[src/rtl/packet_arbiter_pkg.sv]
// Shared definitions for packet_arbiter.
//   state_t      : two-state arbitration FSM (IDLE = no owner, LOCK = one owner)
//   DEF_NUM_SRC  : default number of byte sources
//   DEF_TIMEOUT  : default watchdog stall limit
package packet_arbiter_pkg;
   typedef enum logic {IDLE = 1'b0, LOCK = 1'b1} state_t;
   localparam int DEF_NUM_SRC = 4;
   localparam int DEF_TIMEOUT = 255;
endpackage

[src/rtl/packet_arbiter_rr_pick.sv]
// rr_pick: combinational round-robin one-hot picker.
//   req  : request vector
//   last : index of the previous owner (search starts at last+1, wraps)
//   gnt  : one-hot winner, zero when no request
//   any  : at least one request present
module rr_pick #(
   parameter int N  = 4,
   parameter int IW = $clog2(N)
) (
   input  logic [N-1:0]  req,
   input  logic [IW-1:0] last,
   output logic [N-1:0]  gnt,
   output logic          any
);
   logic [N-1:0] upper;
   logic [N-1:0] cand;

   always_comb begin
      // requests strictly above last get first pick; otherwise wrap to the
      // full vector, and the lowest set bit of the chosen set wins
      upper = '0;
      for (int k = 0; k < N; k++) upper[k] = (k > int'(last));
      cand = ((req & upper) != '0) ? (req & upper) : req;
      gnt  = '0;
      for (int k = N - 1; k >= 0; k--) begin
         if (cand[k]) begin
            gnt    = '0;
            gnt[k] = 1'b1;
         end
      end
      any = |req;
   end
endmodule

[src/rtl/packet_arbiter.sv]
// packet_arbiter: packet-level round-robin arbiter muxing NUM_SRC AXI-Stream
// byte sources onto one emitter. A source owns the output from grant until
// its tlast beat is accepted; one IDLE cycle separates consecutive packets.
//   i_clk, i_rst_n              : clock, async active-low reset
//   i_tdata/i_tlast/i_tvalid    : per-source stream inputs (source k at [8k+7:8k])
//   o_tready                    : per-source ready (only the owner's bit can be set)
//   o_tdata/o_tlast/o_tvalid    : stream to emitter, i_tready back from it
//   o_grant                     : one-hot owner, zero when idle
//   o_timeout                   : one-cycle pulse after a watchdog release
// Optional feature: define PACKET_ARBITER_WATCHDOG_EN to release an owner that
// holds tvalid low for TIMEOUT LOCK cycles without an accepted beat.
module packet_arbiter
   import packet_arbiter_pkg::*;
#(
   parameter int NUM_SRC = DEF_NUM_SRC,
   parameter int TIMEOUT = DEF_TIMEOUT
) (
   input  logic                   i_clk,
   input  logic                   i_rst_n,
   input  logic [8*NUM_SRC-1:0]   i_tdata,
   input  logic [NUM_SRC-1:0]     i_tlast,
   input  logic [NUM_SRC-1:0]     i_tvalid,
   output logic [NUM_SRC-1:0]     o_tready,
   output logic [7:0]             o_tdata,
   output logic                   o_tlast,
   output logic                   o_tvalid,
   input  logic                   i_tready,
   output logic [NUM_SRC-1:0]     o_grant,
   output logic                   o_timeout
);
   localparam int IW = $clog2(NUM_SRC);

   state_t              state;
   logic [IW-1:0]       last_owner;
   logic [IW-1:0]       owner_idx;
   logic [NUM_SRC-1:0]  pick;
   logic                pick_any;
   logic                accept;
   logic                release_lock;
   logic                wd_fire;

   rr_pick #(.N(NUM_SRC), .IW(IW)) u_pick (
      .req  (i_tvalid),
      .last (last_owner),
      .gnt  (pick),
      .any  (pick_any)
   );

   // o_grant is zero in IDLE, so this AND-OR mux yields all-zero outputs there
   always_comb begin
      o_tdata   = '0;
      o_tlast   = 1'b0;
      o_tvalid  = 1'b0;
      owner_idx = '0;
      for (int k = 0; k < NUM_SRC; k++) begin
         if (o_grant[k]) begin
            o_tdata   = i_tdata[8*k +: 8];
            o_tlast   = i_tlast[k];
            o_tvalid  = i_tvalid[k];
            owner_idx = IW'(k);
         end
      end
      o_tready = o_grant & {NUM_SRC{i_tready}};
   end

   assign accept       = o_tvalid & i_tready;
   assign release_lock = (accept & o_tlast) | wd_fire;

`ifdef PACKET_ARBITER_WATCHDOG_EN
   logic [15:0] wd_cnt;
   logic        stall;

   // only an owner with tvalid low counts; backpressure from the emitter does not
   assign stall   = (state == LOCK) && !o_tvalid;
   assign wd_fire = stall && (wd_cnt == 16'(TIMEOUT - 1));

   always_ff @(posedge i_clk or negedge i_rst_n) begin
      if (!i_rst_n) begin
         wd_cnt    <= '0;
         o_timeout <= 1'b0;
      end else begin
         o_timeout <= wd_fire;
         if (state != LOCK || accept || wd_fire) wd_cnt <= '0;
         else if (stall)                         wd_cnt <= wd_cnt + 16'd1;
      end
   end
`else
   assign wd_fire   = 1'b0;
   assign o_timeout = 1'b0;
`endif

   always_ff @(posedge i_clk or negedge i_rst_n) begin
      if (!i_rst_n) begin
         state      <= IDLE;
         o_grant    <= '0;
         last_owner <= IW'(NUM_SRC - 1);
      end else begin
         case (state)
            IDLE: if (pick_any) begin
               o_grant <= pick;
               state   <= LOCK;
            end
            LOCK: if (release_lock) begin
               o_grant    <= '0;
               state      <= IDLE;
               last_owner <= owner_idx;
            end
            default: state <= IDLE;
         endcase
      end
   end
endmodule

[config.mk]
export PLATFORM = sky130hd
export DESIGN_NAME = packet_arbiter
export DESIGN_NICKNAME = d
export VERILOG_FILES = /design/src/rtl/packet_arbiter_pkg.sv /design/src/rtl/packet_arbiter_rr_pick.sv /design/src/rtl/packet_arbiter.sv
export SDC_FILE = /design/constraint.sdc
export NUM_CORES = 1
export LEC_CHECK = 0
export ABC_AREA = 0
export BUFFER_PORTS_ARGS = -buffer_cell sky130_fd_sc_hd__buf_4
export CAP_MARGIN = 10
export CORE_MARGIN = 5
export CORE_UTILIZATION = 39
export CTS_BUF_LIST = sky130_fd_sc_hd__clkbuf_4 sky130_fd_sc_hd__clkbuf_8
export DETAILED_ROUTE_END_ITERATION = 10
export HOLD_SLACK_MARGIN = 0.06
export PLACE_DENSITY_LB_ADDON = 0.25
export SLEW_MARGIN = 20
export SYNTH_ARGS = -nofsm -noshare
export SYNTH_HDL_FRONTEND = slang
export SYNTH_SLANG_ARGS = --single-unit
[constraint.sdc]
create_clock -name i_clk -period 2.3 [get_ports i_clk]
set_input_delay 0.46 -clock i_clk [delete_from_list [all_inputs] [get_ports i_clk]]
set_output_delay 0.46 -clock i_clk [all_outputs]
set_load 0.01 [all_outputs]
# Yosys cells after proc, flatten, opt, wreduce, memory -nomap -nowiden
# Index checks and enable logic that the tools add are counted.
# totals
regBits	7
input_bits	43
out_inout_bits	19
elab_cells	43
# op_classes
magnitude_cmp	3
eq_ne	2
n_mux	26
bitwise_logic	5
reduce_logical	4
# ops
op	n
8-bit 2-to-1 mux	4
4-bit 2-to-1 mux	7
1-bit 2-to-1 mux	11
4-bit AND	2
4-bit case mux with 2 select lines	1
2-bit greater-than comparator (first input constant)	2
2-bit 2-to-1 mux	2
2-bit AND reduction	2
4-bit nonzero test	1
4-bit OR reduction	1
1-bit AND	2
1-bit by 2-bit greater-than comparator with 1-bit output (first input constant)	1
2-bit by 1-bit != test with 1-bit output (second input constant)	1
2-bit != test (second input constant)	1
1-bit case mux with 2 select lines	1
1-bit NOT	1

# Longest topological paths before layout
# Gate-level depths: netlist of the first run.
# logic_depth
word_depth	10
ltp_mapped	5
depth_no_buf	4

# Hierarchy
# A second synthesis of the first run with hierarchy kept.
# unflattened
cells_unflattened	101
hier_area_um2	778.2
# modules_own_cells
module	n_inst	cells_per_inst	area_each_um2
packet_arbiter	1	82	663.1
rr_pick	1	19	115.1

# Least setup slack after synthesis of the first run
# No wires, ideal clock.
# synth_timing
path_kind	register to register
startpoint	reg o_grant[2]
endpoint	reg last_owner[0]
arrival_ns	1.713
t_required_ns	2.225
path_slack_ns	0.512
path_stages_with_launch	6
period_less_slack_ns	1.788
cell_sequence	dfrtp_1 > buf_6 > nor4b_4 > a22oi_4 > a211oi_4 > mux2i_1
# synth_between
elab_chain_len	5
# synth_lines
element	line_no	source
start, declared	packet_arbiter.sv:28	output logic [NUM_SRC-1:0] o_grant,
start signal, assigned	packet_arbiter.sv:100	o_grant <= pick;
1-bit 2-to-1 mux (2 in a row)	packet_arbiter.sv:56	if (o_grant[k]) begin
1-bit AND	packet_arbiter.sv:66	assign accept = o_tvalid & i_tready;
1-bit AND	packet_arbiter.sv:67	assign release_lock = (accept & o_tlast) | wd_fire;
2-bit AND reduction (no line)	-	
end signal, assigned	packet_arbiter.sv:96	last_owner <= IW'(NUM_SRC - 1);
end signal, assigned	packet_arbiter.sv:106	last_owner <= owner_idx;
end, declared	packet_arbiter.sv:34	logic [IW-1:0] last_owner;
# Parallel ways exist; a longest one is shown, timed or not.
# A chain may end at the register's enable or synchronous reset.

# Final worst setup path of the first run
# layout_timing
startpoint	reg o_grant[1]
endpoint	out o_tdata[7]
# layout_between
elab_chain_len	3
# layout_lines
element	line_no	source
8-bit 2-to-1 mux (3 in a row)	packet_arbiter.sv:56	
end, declared	packet_arbiter.sv:24	output logic [7:0] o_tdata,
# Every way passes these cells.

==> impl_metrics.tcl, run 1 <==
set metrics [dict create \
    crit_path_class "register to output pin" \
    clockRootBuffer "clkbuf_4" \
    dominant_combinational_cell_family_by_area_after_synthesis "compound AO/OA/AOI/OAI gates" \
    postSynth.asyncResetShare_pct 100.0 \
    grt_overflow_total 0 \
    timing.critical_path.cells "nor2b_2 > a22oi_1 > o21ai_0 > buf_4" \
    htreeDepth 1 \
    synth.ff_latch_count 7 \
    io_buffer_count 60 \
    design.die.area_mm2 0.002784 \
    fp.dieH_um 52.77 \
    hold_ws_ns 0.4929 \
    design.final.nets 193 \
    rsz_0062_raised_after_global_routing "false" \
    hold_path.class "input pin to register" \
    post_drt_antenna_nets 0 \
    worstSkewPairLatency_ns 0.27 \
    outcome "finished, final reports clean" \
    share_of_the_synthesized_area_in_the_top_cell_type_pct 17.54 \
    maxCapViolations 0 \
    drc 0 \
    finalHoldViolations 0 \
    fillers 158 \
    synth.yosys.seq_area_share_pct 24.91 \
    clk_pin_slew_ns 0.06 \
    multi_input_comb_area_um2 473.0 \
    minimum_period_implied_by_the_final_worst_setup_slack_ns 2.128 \
    critPathMaxFanout 9 \
    dpl.hpwl_um 2125 \
    grt_max_degree 21 \
    numCtsBuffers 3 \
    yosys.cell_types.count 32 \
    synthSimpleGateAreaFrac_pct 22.28 \
    tns_ns 0 \
    horizontal_die_dimension_um 52.77 \
    r2r_setup_slack_ns 0.46 \
    synthXorXnorAreaFrac_pct 0 \
    syn-mean-instance-area_um2 8.104 \
    arrival_ns 1.67 \
    route.detailed.wl_per_inst_um 14.82 \
    initial_core_utilization_pct 41.30 \
    power.density_cell_area_mw_per_mm2 502.2 \
    grtUsageTotal_pct 18.89 \
    total_power_uw 611.3 \
    drt_first_iter_violations 12 \
    antenna_cells 0 \
    finalSetupViolations 0 \
    synth_top_cells_by_area "dfrtp_1, a22oi_1, dfstp_2" \
    critPathTopFamily "flip-flops" \
    synth-edff-count 0 \
    worst_ep_required_time_ns 1.84 \
    postSynthCellCount 88 \
    worst_setup_path_end_kind "output pin" \
    placement_rows 15 \
    layout_worst_path_cycle_share_pct 92.54 \
    drive_gt1_share_pct 49.66 \
    postSynthNetCount 131 \
    critical_path_buffers_and_inverters 1 \
    synth.mux.area_fraction_pct 2.807 \
    top_level_ports 62 \
    p_leak_nw 0.6012 \
    detail_route.first_pass.iterations 4 \
    routed_via_density 5.408 \
    flow.area_growth_from_synthesis_pct 70.70 \
    yosys_most_used_dff "dfrtp_1" \
    clock_path_buffers 2 \
    cp_launch_type "register" \
    dr_total_vias 941 \
    synth_area_leader "dfrtp_1" \
    synth_area_um2 713.2 \
    clkSinkCount 7 \
    grt_pass1_vias 902 \
    core-area_mm2 0.001727 \
    tritoncts_clock_tree "yes" \
    register_area_um2 177.7 \
    clock_skew_ns 0.01135 \
    slowest_stage "dfrtp_1" \
    finalWirelength_um 2579 \
    finalMaxSlewViolations 0 \
    wire_length_of_the_first_global_routing_pass_um 3919 \
    gp_congestion 0.8070 \
    power.ir.vdd_worst_mv 0.4465 \
    slowest_delay_ns 0.55 \
    synth-warning-count 0 \
    post_synth_fa_ha_maj_area_fraction_pct 0 \
    antenna_violations_before_repair 0 \
    synth_compound_gate_area_share_pct 40.35 \
    achievable-frequency_mhz 469.9 \
]
state kept, by name, summed over array words and instances (netlist names):
register	cells
o_grant	4
state	1
last_owner	2
cells in the mapped netlist, types with 2 or more instances:
library cell,count
a22oi_1,15
a31oi_1,2
and2_1,4
buf_6,2
clkbuf_1,3
dfrtp_1,5
dfstp_2,2
inv_1,4
mux2i_1,2
nand2_1,10
nand3b_1,2
nor2_1,6
nor2b_1,3
o21ai_0,9
o22ai_1,2
metrics by stage:
step / area (um^2) / std cells / utilization (%) / worst slack, ns
finish: 1217 / 174 / 70.51 / 0.1717
global route: 1217 / 174 / 70.51 / 0.03000
CTS: 1210 / 173 / 70.07 / 0.1004
detailed placement: 1167 / 168 / 67.61 / 0.2679
global placement: 1167 / 168 / 67.61 / 0.2991
floorplan: 713.2 / 88 / - / 0.5116
final cells by class:
cell class | instances | share of cell area (%)
timing repair buffer | 65 | 40.29
multi-input combinational | 69 | 38.85
sequential | 7 | 14.59
tap | 25 | 2.569
clock buffer | 4 | 2.467
inverter | 4 | 1.233
worst paths after layout:
kind                                           startpoint                   endpoint  depth (start not counted)
worst max register to register     o_grant[1]$_DFFE_PN0P_  last_owner[1]$_DFFE_PN1P_                          4
worst min-delay path                          i_tvalid[3]     o_grant[3]$_DFFE_PN0P_                          3
worst max-delay path               o_grant[1]$_DFFE_PN0P_                 o_tdata[7]                          4
worst min register to register  last_owner[1]$_DFFE_PN1P_  last_owner[1]$_DFFE_PN1P_                          2
max in group asynchronous                         i_rst_n  last_owner[1]$_DFFE_PN1P_                          2
min in group asynchronous                         i_rst_n     o_grant[3]$_DFFE_PN0P_                          2
worst register-to-register path: cells and delay by family, from the launching register on:
family	cells	cell delay (ns)
flops	1	0.50
mux	1	0.25
compound gates	2	0.78
simple gates	1	0.23
cells by family (layout without fill, tap and decap cells):
group                  count (synthesis)  after routing
other                                  1              1
AND/OR/NAND/NOR                       28             28
buffers and inverters                 12             73
flip-flops                             7              7
AO/OA/AOI/OAI                         38             38
multiplexers                           2              2
power by group:
| part | total [mW] | internal, mW | switching [mW] |
|---|---|---|---|
| Combinational | 0.306 | 0.167 | 0.139 |
| Sequential | 0.176 | 0.148 | 0.0280 |
| Clock | 0.130 | 0.0784 | 0.0512 |
| Total | 0.611 | 0.393 | 0.218 |
cells in the final DEF (no fill, tap or decap), drive strengths merged, types with 3 or more instances in the layout:
| cell | n |
|---|---|
| dfrtp | 5 |
| inv | 4 |
| nor2 | 6 |
| and2 | 4 |
| a22oi | 16 |
| buf | 64 |
| clkbuf | 4 |
| o21ai | 9 |
| nand2 | 10 |
| nor2b | 3 |
metal layers:
layer	share of wire, %	GRT usage (%)	vias to the layer above	wire length [um]
met5	0	0	-	0
met4	2.4	5.957	0	63
met3	8.1	5.413	6	209
met2	53	32.02	51	1366
met1	36	22.68	433	939
li1	-	-	451	-
what timing repair did:
item	CTS	global route
pin swaps	0	1
setup endpoints to repair	1	1
setup buffers	0	1
hold buffers	1	0
endpoints found under the hold margin	5	0
gates resized for setup	1	0
cloned	0	0
No activity file was read; power rests on OpenSTA's default activity.
==> run 2, diff against run 1 <==
--- a/config.mk
+++ b/config.mk
@@ -12,8 +12,10 @@
 export CORE_UTILIZATION = 39
 export CTS_BUF_LIST = sky130_fd_sc_hd__clkbuf_4 sky130_fd_sc_hd__clkbuf_8
 export DETAILED_ROUTE_END_ITERATION = 10
+export GPL_TIMING_DRIVEN = 0
 export HOLD_SLACK_MARGIN = 0.06
 export PLACE_DENSITY_LB_ADDON = 0.25
+export SKIP_LAST_GASP = 1
 export SLEW_MARGIN = 20
 export SYNTH_ARGS = -nofsm -noshare
 export SYNTH_HDL_FRONTEND = slang
==> constraint.sdc (replaced) <==
create_clock -name i_clk -period 2.3 [get_ports i_clk]
set_input_delay 0.46 -clock i_clk [delete_from_list [all_inputs] [get_ports i_clk]]
set_output_delay 0.46 -clock i_clk [all_outputs]
set_load 0.02 [all_outputs]
==> impl_metrics.tcl, run 2 (synthesis results as in run 1) <==
set metrics [dict create \
    cp_launch_type "register" \
    grt_pass1_vias 893 \
    wire_length_of_the_first_global_routing_pass_um 4105 \
    rsz_0062_raised_after_global_routing "false" \
    tns_ns 0 \
    placement_rows 15 \
    placement.cell_area_mm2 0.001195 \
    portion_of_total_power_attributed_to_the_clock_network_pct 20.2 \
    power.ir.vdd_worst_mv 0.5314 \
    final_common_cell "buf_4" \
    worst_setup_path_end_kind "output pin" \
    finalMaxSlewViolations 0 \
    clock_skew_ns 0.004832 \
    finalSetupViolations 0 \
    minimum_period_implied_by_the_final_worst_setup_slack_ns 2.191 \
    seq_power_share_pct 24.6 \
    htreeDepth 1 \
    clockRootBuffer "clkbuf_4" \
    antenna_cells 0 \
    numCtsBuffers 3 \
    top_level_ports 62 \
    clk_pin_slew_ns 0.05 \
    mostFrequentLayoutCells "buf_4, a22oi_1, nand2_1" \
    wl_met1_um 980 \
    clock_path_buffers 2 \
    detailroute.wirelength.met3_um 175 \
    outcome "finished, final reports clean" \
    power_switching_uw 263.0 \
    design.die.area_mm2 0.002784 \
    layout_worst_path_cycle_share_pct 95.26 \
    grt_max_degree 11 \
    achievable-frequency_mhz 456.4 \
    gp_congestion 0.8528 \
    registers.top_by_ff_count "o_grant" \
    worst-slew-pin-transition_ns 0.5382 \
    drive_gt1_share_pct 49.03 \
    detail_route.first_pass.iterations 4 \
    power.density_cell_area_mw_per_mm2 530.6 \
    initial_core_utilization_pct 41.30 \
    timing.max_slew.rel_slack_pct 64.12 \
    critPathMaxFanout 8 \
    drt_first_iter_violations 19 \
    dpl.hpwl_um 2189 \
    fp.dieH_um 52.77 \
    io_buffer_count 60 \
    route.detailed.wl_per_inst_um 15.00 \
    power_frac_comb_pct 55.2 \
    tritoncts_clock_tree "yes" \
    switching_share_pct 39.62 \
    finalHoldViolations 0 \
    worstSkewPairLatency_ns 0.27 \
    maxCapViolations 0 \
    highest-signal-layer "met4" \
    drc 0 \
    dr_total_vias 962 \
    horizontal_die_dimension_um 52.77 \
    flow.area_growth_from_synthesis_pct 75.44 \
    routed_via_density 5.344 \
    total_power_uw 663.9 \
    final_area_mm2 0.001251 \
    hold_path.class "input pin to register" \
    grt_overflow_total 0 \
    arrival_ns 1.73 \
    top_regs "o_grant (4), last_owner (2), state (1)" \
    fillers 157 \
    largest_register_ff_count 4 \
    wl_met2_um 1532 \
    p_leak_nw 0.6205 \
    post_drt_antenna_nets 0 \
    core-area_mm2 0.001727 \
    antenna_violations_before_repair 0 \
    crit_path_class "register to output pin" \
    clkSinkCount 7 \
    finalWirelength_um 2700 \
    r2r_setup_slack_ns 0.40 \
    design.final.nets 199 \
    grtUsageTotal_pct 20.09 \
    worst_ep_required_time_ns 1.84 \
    intPower_uw 400.8 \
]
run 2: final timing paths:
check	startpoint	endpoint	depth (start not counted)
max	o_grant[1]$_DFFE_PN0P_	o_tdata[0]	6
min	i_tvalid[3]	o_grant[3]$_DFFE_PN0P_	3
max reg2reg	o_grant[1]$_DFFE_PN0P_	last_owner[0]$_DFFE_PN1P_	6
min reg2reg	last_owner[1]$_DFFE_PN1P_	last_owner[1]$_DFFE_PN1P_	2
max in group asynchronous	i_rst_n	last_owner[1]$_DFFE_PN1P_	2
min in group asynchronous	i_rst_n	o_grant[2]$_DFFE_PN0P_	2
run 2: per-layer routing:
metal	vias to the layer above	global-route usage [%]
met3	3	6.553
met1	460	23.93
met5	-	0
met4	0	5.106
met2	40	34.30
li1	459	-
run 2: final cells by class:
type	count	area, um^2	area share, %
clock buffer	4	30.03	2.400
multi-input combinational	69	470.5	37.60
buffer	8	51.30	4.100
tap	25	31.28	2.500
inverter	4	15.01	1.200
timing repair buffer	63	475.5	38.00
sequential	7	177.7	14.20
run 2: repair_timing:
action / 4_1_cts / 5_1_grt
setup buffers: 2 / 0
setup endpoints to repair: 2 / 7
hold endpoints to repair: 5 / 0
hold buffers: 1 / 0
pin swaps: 1 / 0
gates resized for setup: 0 / 2
run 2: worst max-delay path, cell delays in order, from the launching register on:
cell      delay [ns]
dfrtp_1         0.37
clkbuf_2        0.19
nor4b_4         0.32
buf_4           0.21
a22oi_1         0.08
o21ai_0         0.12
buf_4           0.17
run 2: metrics by stage:
step | std cells | setup slack, ns | util (%) | hold WS (ns)
after floorplan | 88 | 0.2480 | - | 0.1644
after global placement | 173 | 0.3397 | 69.20 | 0.2750
after detailed placement | 173 | 0.2781 | 69.20 | 0.2783
after CTS | 180 | 0.01455 | 72.39 | 0.4807
after global routing | 180 | 0.001068 | 72.46 | 0.4896
final | 180 | 0.1090 | 72.46 | 0.4888
run 2: power groups by stage:
stage | clock network (mW) | logic, mW | registers (mW)
after floorplan | 0 | 0.184 | 0.170
after global placement | 0 | 0.349 | 0.164
after detailed placement | 0 | 0.358 | 0.165
after CTS | 0.135 | 0.367 | 0.163
after global routing | 0.146 | 0.395 | 0.167
final | 0.134 | 0.366 | 0.163
==> run 3, diff against run 2 <==
--- a/config.mk
+++ b/config.mk
@@ -12,7 +12,6 @@
 export CORE_UTILIZATION = 39
 export CTS_BUF_LIST = sky130_fd_sc_hd__clkbuf_4 sky130_fd_sc_hd__clkbuf_8
 export DETAILED_ROUTE_END_ITERATION = 10
-export GPL_TIMING_DRIVEN = 0
 export HOLD_SLACK_MARGIN = 0.06
 export PLACE_DENSITY_LB_ADDON = 0.25
 export SKIP_LAST_GASP = 1
==> impl_metrics.tcl, run 3 (synthesis results as in run 1) <==
set metrics [dict create \
    outcome "finished, final reports clean" \
    fillers 154 \
    clk_pin_slew_ns 0.06 \
    final_common_cell "buf_4" \
    tns_ns 0 \
    slowest_delay_ns 0.53 \
    post_drt_antenna_nets 0 \
    register_area_um2 178.9 \
    route.detailed.wl_per_inst_um 15.34 \
    grtUsageTotal_pct 19.32 \
    drive_gt1_share_pct 49.66 \
    htreeDepth 1 \
    clock_path_buffers 2 \
    critPathTopFamily "flip-flops" \
    grt_pass1_vias 914 \
    gp_congestion 0.8082 \
    antenna_violations_before_repair 0 \
    worst_setup_path_end_kind "output pin" \
    timing.critical_path.cells "nor4b_4 > buf_4 > a22oi_1 > o21ai_0 > buf_4" \
    mostFrequentLayoutCells "buf_4, a22oi_1, nand2_1" \
    rsz_0062_raised_after_global_routing "false" \
    worst_ep_required_time_ns 1.84 \
    maxCapViolations 0 \
    power.density_cell_area_mw_per_mm2 533.4 \
    largest_register_ff_count 4 \
    numCtsBuffers 3 \
    finalMaxSlewViolations 0 \
    finalSetupViolations 0 \
    clkSinkCount 7 \
    power.ir.vdd_worst_mv 0.5195 \
    tritoncts_clock_tree "yes" \
    finish.cell_count_without_fillers 172 \
    design.die.area_mm2 0.002784 \
    clock_skew_ns 0.007776 \
    critPathMaxFanout 17 \
    dr_total_vias 935 \
    most_frequent_cell_on_the_critical_path "buf_4" \
    wire_length_of_the_first_global_routing_pass_um 3995 \
    horizontal_die_dimension_um 52.77 \
    grt_overflow_total 0 \
    drt_first_iter_violations 31 \
    fp.dieH_um 52.77 \
    core-area_mm2 0.001727 \
    cp_launch_type "register" \
    layout_worst_path_cycle_share_pct 92.50 \
    minimum_period_implied_by_the_final_worst_setup_slack_ns 2.128 \
    detail_route.first_pass.iterations 4 \
    achievable-frequency_mhz 470.0 \
    crit_path_class "register to output pin" \
    io_buffer_count 60 \
    slowest_stage "dfrtp_2" \
    placement_rows 15 \
    antenna_cells 0 \
    hold_path.class "register to register" \
    critical_path_buffers_and_inverters 2 \
    final_area_mm2 0.001209 \
    p_leak_nw 0.5899 \
    top_regs "o_grant (4), last_owner (2), state (1)" \
    drc 0 \
    placement.cell_area_mm2 0.001160 \
    arrival_ns 1.67 \
    placedCellCount 167 \
    grt_max_degree 21 \
    dpl.hpwl_um 2092 \
    finalHoldViolations 0 \
    finalWirelength_um 2639 \
    flow.area_growth_from_synthesis_pct 69.47 \
    worstSkewPairLatency_ns 0.26 \
    design.final.nets 191 \
    clockRootBuffer "clkbuf_4" \
    initial_core_utilization_pct 41.30 \
    routed_via_density 5.436 \
    top_level_ports 62 \
    multi_input_comb_area_um2 478.0 \
    registers.top_by_ff_count "o_grant" \
]
## run 3: worst paths after layout
path / start / endpoint / slack (ns) / cells past startpoint
min in group asynchronous: i_rst_n / o_grant[1]$_DFFE_PN0P_ / 0.55 / 2
max in group asynchronous: i_rst_n / last_owner[1]$_DFFE_PN1P_ / 1.54 / 2
min: last_owner[1]$_DFFE_PN1P_ / last_owner[1]$_DFFE_PN1P_ / 0.50 / 2
min reg2reg: last_owner[1]$_DFFE_PN1P_ / last_owner[1]$_DFFE_PN1P_ / 0.50 / 2
max: o_grant[2]$_DFFE_PN0P_ / o_tdata[3] / 0.17 / 5
max reg2reg: o_grant[2]$_DFFE_PN0P_ / last_owner[1]$_DFFE_PN1P_ / 0.40 / 5
## run 3: what timing repair did
item | 4_1_cts | 5_1_grt
gates resized for setup | 1 | 2
setup buffers | 0 | 0
hold endpoints to repair | 5 | 0
endpoints found under the setup margin | 4 | 5
hold buffers | 1 | 0
## run 3: metrics by stage
step | hold WS [ns] | worst slack (ns) | total power [mW] | utilization [%]
floorplan | 0.1644 | 0.2480 | 0.3546 | -
global placement | 0.2760 | 0.3169 | 0.5070 | 67.17
detailed placement | 0.2766 | 0.2346 | 0.5154 | 67.17
CTS | 0.4989 | 0.09626 | 0.6447 | 69.64
global route | 0.5172 | 0.07411 | 0.6829 | 70.00
finish | 0.5013 | 0.1725 | 0.6447 | 70.00
## run 3: per-layer routing
| metal | part of all wire (%) | vias up | GRT usage (%) | wire length (um) |
|---|---|---|---|---|
| met4 | 1.9 | 0 | 5.957 | 51 |
| met2 | 55 | 56 | 35.33 | 1447 |
| met3 | 7.9 | 6 | 5.698 | 208 |
| li1 | - | 445 | - | - |
| met1 | 35 | 428 | 20.99 | 932 |
| met5 | 0 | - | 0 | 0 |
## run 3: report_power, final
part	internal, mW	switching, mW
sequential	0.148	0.0304
clock	0.0781	0.0469
combinational	0.166	0.175
total	0.392	0.252
## run 3: worst register-to-register path: stages (launching register included)
cell      delay (ns)
dfrtp_2         0.53
nor4b_4         0.31
buf_4           0.22
a22oi_4         0.08
a211oi_4        0.44
mux2i_1         0.24
## run 3: cell type report
type	instances	share of cell area, %
flip-flops and latches	7	14.80
inverters	4	1.242
multi-input cells	69	39.54
repair buffers	63	39.34
well taps	25	2.588
clock buffers	4	2.484
